## config.mk

```make
export PLATFORM = sky130hd
export DESIGN_NAME = stepper_cmd_ctrl
export DESIGN_NICKNAME = d
export VERILOG_FILES = /design/src/rtl/stepper_pkg.sv /design/src/rtl/stepper_chan.sv /design/src/rtl/stepper_cmd_ctrl.sv
export SDC_FILE = /design/constraint.sdc
export NUM_CORES = 1
export LEC_CHECK = 0
export BUFFER_PORTS_ARGS = -buffer_cell sky130_fd_sc_hd__buf_2
export CORE_AREA = 2 2 113 115
export DETAILED_ROUTE_END_ITERATION = 10
export DIE_AREA = 0 0 115 117
export SLEW_MARGIN = 20
export SYNTH_ARGS = -nofsm -noshare
export SYNTH_HDL_FRONTEND = slang
export SYNTH_SLANG_ARGS = --single-unit
```

## constraint.sdc

```tcl
create_clock -name clk -period 2.98 [get_ports clk]
set_input_delay 0.745 -clock clk [delete_from_list [all_inputs] [get_ports clk]]
set_output_delay 0.745 -clock clk [all_outputs]
set_load 0.005 [all_outputs]
```

## src/rtl/stepper_pkg.sv

```systemverilog
// Shared command/response encodings and channel state for the stepper command controller.
// Pure definitions: no latency, no flow control.
package stepper_pkg;

    localparam logic [7:0] CMD_DIGIT0 = 8'h30;  // '0'
    localparam logic [7:0] CMD_DIGIT9 = 8'h39;  // '9'
    localparam logic [7:0] CMD_TGT_LO = 8'h41;  // 'A'
    localparam logic [7:0] CMD_TGT_HI = 8'h48;  // 'H'
    localparam logic [7:0] CMD_FWD    = 8'h4E;  // 'N'
    localparam logic [7:0] CMD_REV    = 8'h52;  // 'R'
    localparam logic [7:0] CMD_START  = 8'h53;  // 'S'
    localparam logic [7:0] CMD_JOG    = 8'h4A;  // 'J'
    localparam logic [7:0] CMD_ABORT  = 8'h58;  // 'X'
    localparam logic [7:0] CMD_LF     = 8'h0A;
    localparam logic [7:0] CMD_CR     = 8'h0D;

    localparam logic [7:0] RESP_K = 8'h4B;
    localparam logic [7:0] RESP_E = 8'h45;

    typedef enum logic [1:0] {
        CH_IDLE = 2'd0,
        CH_RUN  = 2'd1,
        CH_JOG  = 2'd2
    } chan_state_e;

    // 'A' is one angle unit, 'H' is eight.
    function automatic logic [31:0] unit_target(input logic [7:0] b, input int spu);
        return (32'(b - CMD_TGT_LO) + 32'd1) * 32'(spu);
    endfunction

endpackage

```

## src/rtl/stepper_chan.sv

```systemverilog
// One motor channel: step divider, step counter, IDLE/RUN/JOG FSM and pin registers.
// Commands take effect at the next edge; first step rise one cycle after entering RUN/JOG.
// No backpressure: the parser only issues commands the channel can accept.
module stepper_chan
    import stepper_pkg::*;
#(
    parameter int CNT_W    = 16,
    parameter int DIV_W    = 24,
    parameter int HALF_DIV = 25000
) (
    input  logic             clk,
    input  logic             rst_n,
    input  logic             start,
    input  logic             jog,
    input  logic             abort,
    input  logic             tgt_wr,
    input  logic [CNT_W-1:0] tgt,
    input  logic             dir_wr,
    input  logic             dir_set,
    output logic             step,
    output logic             dir,
    output logic             enable_n,
    output logic             busy,
    output logic             done
);

    localparam logic [DIV_W-1:0] DIV_LAST = DIV_W'(HALF_DIV - 1);

    chan_state_e      state;
    logic [DIV_W-1:0] div_cnt;
    logic [CNT_W-1:0] step_cnt;
    logic [CNT_W-1:0] target;
    logic             step_q;
    logic             dir_q;
    logic             done_q;
    logic             half_end;

    assign half_end = (div_cnt == DIV_LAST);

    always_ff @(posedge clk) begin
        if (!rst_n) begin
            state    <= CH_IDLE;
            div_cnt  <= DIV_LAST;
            step_cnt <= '0;
            target   <= '0;
            step_q   <= 1'b0;
            dir_q    <= 1'b0;
            done_q   <= 1'b0;
        end else begin
            done_q <= 1'b0;
            if (tgt_wr) target <= tgt;
            if (dir_wr) dir_q  <= dir_set;

            if (abort) begin
                state  <= CH_IDLE;
                step_q <= 1'b0;
            end else begin
                case (state)
                    CH_IDLE: begin
                        // Parked at end-of-low-half so the first active cycle raises step.
                        div_cnt  <= DIV_LAST;
                        step_cnt <= '0;
                        step_q   <= 1'b0;
                        if (jog) begin
                            state <= CH_JOG;
                        end else if (start) begin
                            if (target == '0) done_q <= 1'b1;
                            else              state  <= CH_RUN;
                        end
                    end
                    default: begin
                        if (half_end) begin
                            div_cnt <= '0;
                            if (step_q) begin
                                step_q <= 1'b0;
                            end else if (state == CH_RUN && step_cnt == target) begin
                                state  <= CH_IDLE;
                                done_q <= 1'b1;
                            end else begin
                                step_q   <= 1'b1;
                                step_cnt <= step_cnt + 1'b1;
                            end
                        end else begin
                            div_cnt <= div_cnt + 1'b1;
                        end
                    end
                endcase
            end
        end
    end

    assign step     = step_q;
    assign dir      = dir_q;
    assign busy     = (state != CH_IDLE);
    assign enable_n = (state == CH_IDLE);
    assign done     = done_q;

endmodule

```

## src/rtl/stepper_cmd_ctrl.sv

```systemverilog
// ASCII command parser, channel select and optional 'K'/'E' response register (STEPPER_ACK_EN).
// A strobed byte updates state and ack_valid at the next edge.
// One-deep response: a response arriving while ack_valid is high is dropped.
module stepper_cmd_ctrl
    import stepper_pkg::*;
#(
    parameter int NUM_CH         = 2,
    parameter int CNT_W          = 16,
    parameter int DIV_W          = 24,
    parameter int HALF_DIV       = 25000,
    parameter int STEPS_PER_UNIT = 512
) (
    input  logic              clk,
    input  logic              rst_n,
    input  logic [7:0]        rx_data,
    input  logic              rx_data_en,
    input  logic              stop_n,
    output logic [NUM_CH-1:0] step,
    output logic [NUM_CH-1:0] dir,
    output logic [NUM_CH-1:0] enable_n,
    output logic [NUM_CH-1:0] busy,
    output logic [NUM_CH-1:0] done,
    output logic [7:0]        ack_data,
    output logic              ack_valid,
    input  logic              ack_ready
);

    localparam int SEL_W = (NUM_CH > 1) ? $clog2(NUM_CH) : 1;

    logic [SEL_W-1:0]  sel;
    logic [7:0]        digit;
    logic              sel_busy;
    logic              sel_wr;
    logic              resp_vld;
    logic [7:0]        resp_byte;
    logic              start_c;
    logic              jog_c;
    logic              abort_c;
    logic              tgt_wr_c;
    logic              dir_wr_c;
    logic              dir_val;
    logic [CNT_W-1:0]  tgt_val;
    logic [NUM_CH-1:0] start_v;
    logic [NUM_CH-1:0] jog_v;
    logic [NUM_CH-1:0] abort_v;
    logic [NUM_CH-1:0] tgt_wr_v;
    logic [NUM_CH-1:0] dir_wr_v;

    assign digit    = rx_data - CMD_DIGIT0;
    assign tgt_val  = CNT_W'(unit_target(rx_data, STEPS_PER_UNIT));
    assign sel_busy = busy[sel];

    always_comb begin
        resp_vld  = 1'b0;
        resp_byte = RESP_K;
        sel_wr    = 1'b0;
        start_c   = 1'b0;
        jog_c     = 1'b0;
        abort_c   = 1'b0;
        tgt_wr_c  = 1'b0;
        dir_wr_c  = 1'b0;
        dir_val   = 1'b0;
        if (rx_data_en) begin
            resp_vld = 1'b1;
            if (rx_data >= CMD_DIGIT0 && rx_data <= CMD_DIGIT9) begin
                if (32'(digit) < 32'(NUM_CH)) sel_wr    = 1'b1;
                else                          resp_byte = RESP_E;
            end else if (rx_data >= CMD_TGT_LO && rx_data <= CMD_TGT_HI) begin
                if (sel_busy) resp_byte = RESP_E;
                else          tgt_wr_c  = 1'b1;
            end else begin
                case (rx_data)
                    CMD_FWD, CMD_REV: begin
                        if (sel_busy) begin
                            resp_byte = RESP_E;
                        end else begin
                            dir_wr_c = 1'b1;
                            dir_val  = (rx_data == CMD_FWD);
                        end
                    end
                    // A concurrent stop wins, so starts are refused rather than lost silently.
                    CMD_START: begin
                        if (sel_busy || !stop_n) resp_byte = RESP_E;
                        else                     start_c   = 1'b1;
                    end
                    CMD_JOG: begin
                        if (sel_busy || !stop_n) resp_byte = RESP_E;
                        else                     jog_c     = 1'b1;
                    end
                    CMD_ABORT:      abort_c   = 1'b1;
                    CMD_LF, CMD_CR: resp_vld  = 1'b0;
                    default:        resp_byte = RESP_E;
                endcase
            end
        end
    end

    always_comb begin
        start_v  = '0;
        jog_v    = '0;
        abort_v  = '0;
        tgt_wr_v = '0;
        dir_wr_v = '0;
        for (int c = 0; c < NUM_CH; c++) begin
            start_v[c]  = start_c  && (sel == SEL_W'(c));
            jog_v[c]    = jog_c    && (sel == SEL_W'(c));
            tgt_wr_v[c] = tgt_wr_c && (sel == SEL_W'(c));
            dir_wr_v[c] = dir_wr_c && (sel == SEL_W'(c));
            abort_v[c]  = !stop_n || (abort_c && (sel == SEL_W'(c)));
        end
    end

    always_ff @(posedge clk) begin
        if (!rst_n)      sel <= '0;
        else if (sel_wr) sel <= digit[SEL_W-1:0];
    end

    for (genvar g = 0; g < NUM_CH; g++) begin : g_ch
        stepper_chan #(
            .CNT_W    (CNT_W),
            .DIV_W    (DIV_W),
            .HALF_DIV (HALF_DIV)
        ) u_chan (
            .clk      (clk),
            .rst_n    (rst_n),
            .start    (start_v[g]),
            .jog      (jog_v[g]),
            .abort    (abort_v[g]),
            .tgt_wr   (tgt_wr_v[g]),
            .tgt      (tgt_val),
            .dir_wr   (dir_wr_v[g]),
            .dir_set  (dir_val),
            .step     (step[g]),
            .dir      (dir[g]),
            .enable_n (enable_n[g]),
            .busy     (busy[g]),
            .done     (done[g])
        );
    end

`ifdef STEPPER_ACK_EN
    logic       ack_v_q;
    logic [7:0] ack_d_q;

    always_ff @(posedge clk) begin
        if (!rst_n) begin
            ack_v_q <= 1'b0;
            ack_d_q <= 8'h00;
        end else if (ack_v_q) begin
            if (ack_ready) ack_v_q <= 1'b0;
        end else if (resp_vld) begin
            ack_v_q <= 1'b1;
            ack_d_q <= resp_byte;
        end
    end

    assign ack_valid = ack_v_q;
    assign ack_data  = ack_d_q;
`else
    logic unused_ack;
    assign unused_ack = ack_ready ^ resp_vld ^ (^resp_byte);
    assign ack_valid  = 1'b0;
    assign ack_data   = 8'h00;
`endif

endmodule

```

==> metrics.txt <==
# TYPE chip_impl_metric gauge
chip_impl_metric{name="p_clk_share",unit="%"} 42.0
chip_impl_metric{name="first_pass_iters",unit=""} 4
chip_impl_metric{name="post-cts-setup-buffers",unit=""} 0
chip_impl_metric{name="synth_compound_area_share",unit="%"} 9.641
chip_impl_metric{name="critical_path.max_fanout",unit=""} 13
chip_impl_metric{name="path_clk_slew",unit="ns"} 0.07
chip_impl_metric{name="core",unit="sq um"} 12310
chip_impl_metric{name="max_slew.worst_pin.slew",unit="ns"} 0.9608
chip_impl_metric{name="gr-total-overflow",unit=""} 0
chip_impl_metric{name="synthMuxAreaShare",unit="%"} 2.209
chip_impl_metric{name="wire_length_after_detailed_routing",unit="um"} 11880
chip_impl_info{name="cp_top_family",value="simple AND/OR/NAND/NOR gates"} 1
chip_impl_metric{name="avgSynthCellArea",unit="sq um"} 8.080
chip_impl_metric{name="cts_resized",unit=""} 0
chip_impl_metric{name="power_density_normalized_to_cell_area",unit="nW/um^2"} 472.5
chip_impl_metric{name="fp-row-count",unit=""} 41
chip_impl_metric{name="wl_met2",unit="um"} 5594
chip_impl_info{name="rsz0062_at_grt",value="no"} 1
chip_impl_metric{name="io_buffers",unit=""} 21
chip_impl_metric{name="num-fill-cells",unit=""} 1205
chip_impl_metric{name="timing.final.crit_share",unit="%"} 91.79
chip_impl_metric{name="clock_tree_buffer_depth",unit=""} 2
chip_impl_metric{name="drt-met1-wl",unit="um"} 5626
chip_impl_metric{name="cts.hold.buffers_added",unit=""} 0
chip_impl_metric{name="design.final.nets",unit=""} 705
chip_impl_metric{name="synth-edff-count",unit=""} 0
chip_impl_metric{name="portion_of_the_post_synthesis_area_used_by_sequential_elements",unit="%"} 38.66
chip_impl_info{name="topRoutingLayerUsed",value="met4"} 1
chip_impl_metric{name="grt_start_max_net_pins",unit=""} 29
chip_impl_metric{name="cts-htree-levels",unit=""} 3
chip_impl_info{name="critPathCaptureType",value="flop"} 1
chip_impl_metric{name="path_buf_inv",unit=""} 0
chip_impl_metric{name="post_synth_num_cell_types",unit=""} 50
chip_impl_metric{name="p_sw_share",unit="%"} 23.26
chip_impl_info{name="hold_removal_path_class",value="flop to flop"} 1
chip_impl_metric{name="detailedRoute.firstIterationViolations",unit=""} 224
chip_impl_metric{name="grt_use_total",unit="%"} 18.64
chip_impl_metric{name="synth_adder_area_share",unit="%"} 1.381
chip_impl_metric{name="cp_arrival",unit="ns"} 2.98
chip_impl_metric{name="dieArea",unit="sq um"} 13460
chip_impl_metric{name="slew_headroom",unit="%"} 35.46
chip_impl_info{name="critical_path.cell_chain",value="ha_1 -> nand2_1 -> or4_1 -> o31a_1 -> nor4b_1 -> a21o_1 -> a21oi_1"} 1
chip_impl_metric{name="drv.max_cap_violation_count",unit=""} 0
chip_impl_metric{name="ff_latch_area",unit="sq um"} 2102
chip_impl_metric{name="synth_xor_xnor_area_share",unit="%"} 9.825
chip_impl_metric{name="power.net_switching",unit="mW"} 0.6564
chip_impl_metric{name="p_leak",unit="nW"} 2.260
chip_impl_metric{name="floorplan.io_pins",unit=""} 32
chip_impl_info{name="synth_top_family_by_area",value="simple AND/OR/NAND/NOR gates"} 1
chip_impl_info{name="critical_setup_path_kind",value="flop to flop"} 1
chip_impl_metric{name="clkLatencyLatePin",unit="ns"} 0.35
chip_impl_metric{name="gpl.final_weighted_congestion",unit=""} 0.8105
chip_impl_metric{name="setup_total_negative_slack",unit="ns"} 0
chip_impl_metric{name="cts_buffers",unit=""} 9
chip_impl_metric{name="final_cell_area",unit="sq um"} 5972
chip_impl_metric{name="seqPwrFrac",unit="%"} 50.7
chip_impl_info{name="cp_slowest_cell",value="or4_1"} 1
chip_impl_info{name="cts_root_buffer",value="clkbuf_16"} 1
chip_impl_metric{name="multiInputGateArea",unit="sq um"} 3063
chip_impl_info{name="run_status",value="complete, no violations"} 1
chip_impl_metric{name="power.internal",unit="mW"} 2.165
chip_impl_metric{name="area_growth",unit="%"} 9.825
chip_impl_metric{name="antenna_cells",unit=""} 0
chip_impl_metric{name="synth_warnings",unit=""} 0
chip_impl_metric{name="route.met3.wl",unit="um"} 492
chip_impl_metric{name="critical-path-max-stage-delay",unit="ns"} 0.60
chip_impl_info{name="mostFrequentLayoutCell",value="dfxtp_1"} 1
chip_impl_metric{name="async_reset_ff_share",unit="%"} 0
chip_impl_info{name="mostFrequentLayoutCells",value="dfxtp_1, nor2_1, nand2_1"} 1
chip_impl_metric{name="placedInstanceArea",unit="sq um"} 5682
chip_impl_metric{name="finalWorstPathRequiredPeriod",unit="ns"} 2.735
chip_impl_info{name="tritoncts",value="yes"} 1
chip_impl_metric{name="hold_viol",unit=""} 0
chip_impl_info{name="synth_flop_cell",value="dfxtp_1"} 1
chip_impl_metric{name="fraction_of_final_layout_cells_with_drive_strength_greater_than_1",unit="%"} 9.262
chip_impl_metric{name="synth_simple_gate_area_share",unit="%"} 32.65
chip_impl_metric{name="antenna_found_initial",unit=""} 0
chip_impl_metric{name="antenna_violating_nets_post_route",unit=""} 0
chip_impl_metric{name="grt_first_pass_wirelength",unit="um"} 20270
chip_impl_info{name="critPathLaunchType",value="flop"} 1
chip_impl_metric{name="ir_drop",unit="mV"} 0.4224
chip_impl_metric{name="cts_sinks",unit=""} 105
chip_impl_metric{name="drc",unit=""} 0
chip_impl_metric{name="floorplan.initialDensity",unit="%"} 44.17
chip_impl_metric{name="average_wire_length_per_cell_after_detail_routing",unit="um"} 14.13
chip_impl_metric{name="fmax",unit="MHz"} 365.6
chip_impl_metric{name="critical_path_required",unit="ns"} 3.22
chip_impl_metric{name="die_x",unit="um"} 115
chip_impl_metric{name="post_synth_inst_count",unit=""} 673
chip_impl_metric{name="power.share.combinational",unit="%"} 7.4
chip_impl_metric{name="syn_area",unit="sq um"} 5438
chip_impl_metric{name="detail_route.vias_per_cell",unit=""} 5.590
chip_impl_metric{name="grt_pass1_vias",unit=""} 4317
chip_impl_metric{name="setup_viol_count_final",unit=""} 0
chip_impl_metric{name="finClkSkew",unit="ns"} 0.006806
chip_impl_metric{name="timing.final.max_slew_violations",unit=""} 0
chip_impl_metric{name="ys_ff_latch",unit=""} 105
chip_impl_metric{name="route.vias.total",unit=""} 4701
chip_impl_metric{name="detailed_place_hpwl",unit="um"} 8495
chip_impl_metric{name="vertical_die_dimension",unit="um"} 117
[state kept, by name, indices dropped and copies added, names as in the netlist]
signal                cells
g_ch.u_chan.div_cnt      48
g_ch.u_chan.step_cnt     32
g_ch.u_chan.target       14
g_ch.u_chan.state         4
g_ch.u_chan.dir           2
g_ch.u_chan.done          2
g_ch.u_chan.step          2
sel                       1
[synth_stat cells (15+ instances only)]
master,instances,share of area (%)
nor3_1,22,2.0
xor2_1,28,4.5
and3_1,22,2.5
nor4_1,28,3.2
a21oi_1,24,2.2
xnor2_1,33,5.3
o21ai_0,36,3.3
nand2_1,64,4.4
inv_1,15,1.0
buf_4,19,2.6
dfxtp_1,105,39
nand3_1,37,3.4
nor2_1,78,5.4
nand4_1,28,3.2
clkbuf_1,25,1.7
[per-stage QoR]
| step | util, % | total power, mW | setup slack, ns | cells | hold slack [ns] |
|---|---|---|---|---|---|
| after floorplan | - | 1.606 | 0.3777 | 681 | 0.4532 |
| after global placement | 46.15 | 1.663 | 0.1543 | 825 | 0.4769 |
| after detailed placement | 46.15 | 1.668 | 0.1469 | 825 | 0.4811 |
| after CTS | 48.51 | 2.855 | 0.2711 | 841 | 0.4917 |
| after global routing | 48.51 | 2.926 | 0.06275 | 841 | 0.5203 |
| final | 48.51 | 2.822 | 0.2446 | 841 | 0.4930 |
[power groups by stage]
stage                     logic, mW  clock network [mW]  registers (mW)
final                         0.208                1.18            1.43
after global routing          0.233                1.26            1.43
after CTS                     0.208                1.22            1.43
after detailed placement      0.207                   0            1.46
after global placement        0.203                   0            1.46
after floorplan               0.150                   0            1.46
[area by class of cell]
cell class	instances	area share, %
Timing Repair Buffer	40	4.567
Clock buffer	13	4.190
Multi-Input combinational cell	515	51.29
Clock inverter	3	0.6704
Inverter	15	0.9428
Tap cell	150	3.143
Sequential cell	105	35.20
[metal layers]
layer	up-vias	GRT usage (%)
li1	2385	-
met1	2232	23.98
met2	67	30.55
met3	17	5.098
met4	0	6.024
met5	-	0
[worst paths after layout]
| check | startpoint | end | slack [ns] | depth (start not counted) |
|---|---|---|---|---|
| worst max register to register | g_ch[1].u_chan.div_cnt[0] | g_ch[1].u_chan.step_cnt[5] | 0.24 | 7 |
| worst max-delay path | g_ch[1].u_chan.div_cnt[0] | g_ch[1].u_chan.step_cnt[5] | 0.24 | 7 |
| worst min register to register | g_ch[1].u_chan.div_cnt[14] | g_ch[1].u_chan.div_cnt[14] | 0.49 | 1 |
| worst min-delay path | g_ch[1].u_chan.div_cnt[14] | g_ch[1].u_chan.div_cnt[14] | 0.49 | 1 |
[cell families (layout without fill, tap and decap cells)]
logic type                 after synthesis  after routing
muxes                                   12             12
and+or+nand+nor                        343            343
xor gates and xnor gates                61             61
AOI/OAI and AO/OA                       84             84
buffers and inverters                   61             71
DFF                                    105            105
other                                    1              9
adders and majority gates                6              6
Note: power is estimated with default switching activity, not from simulation.
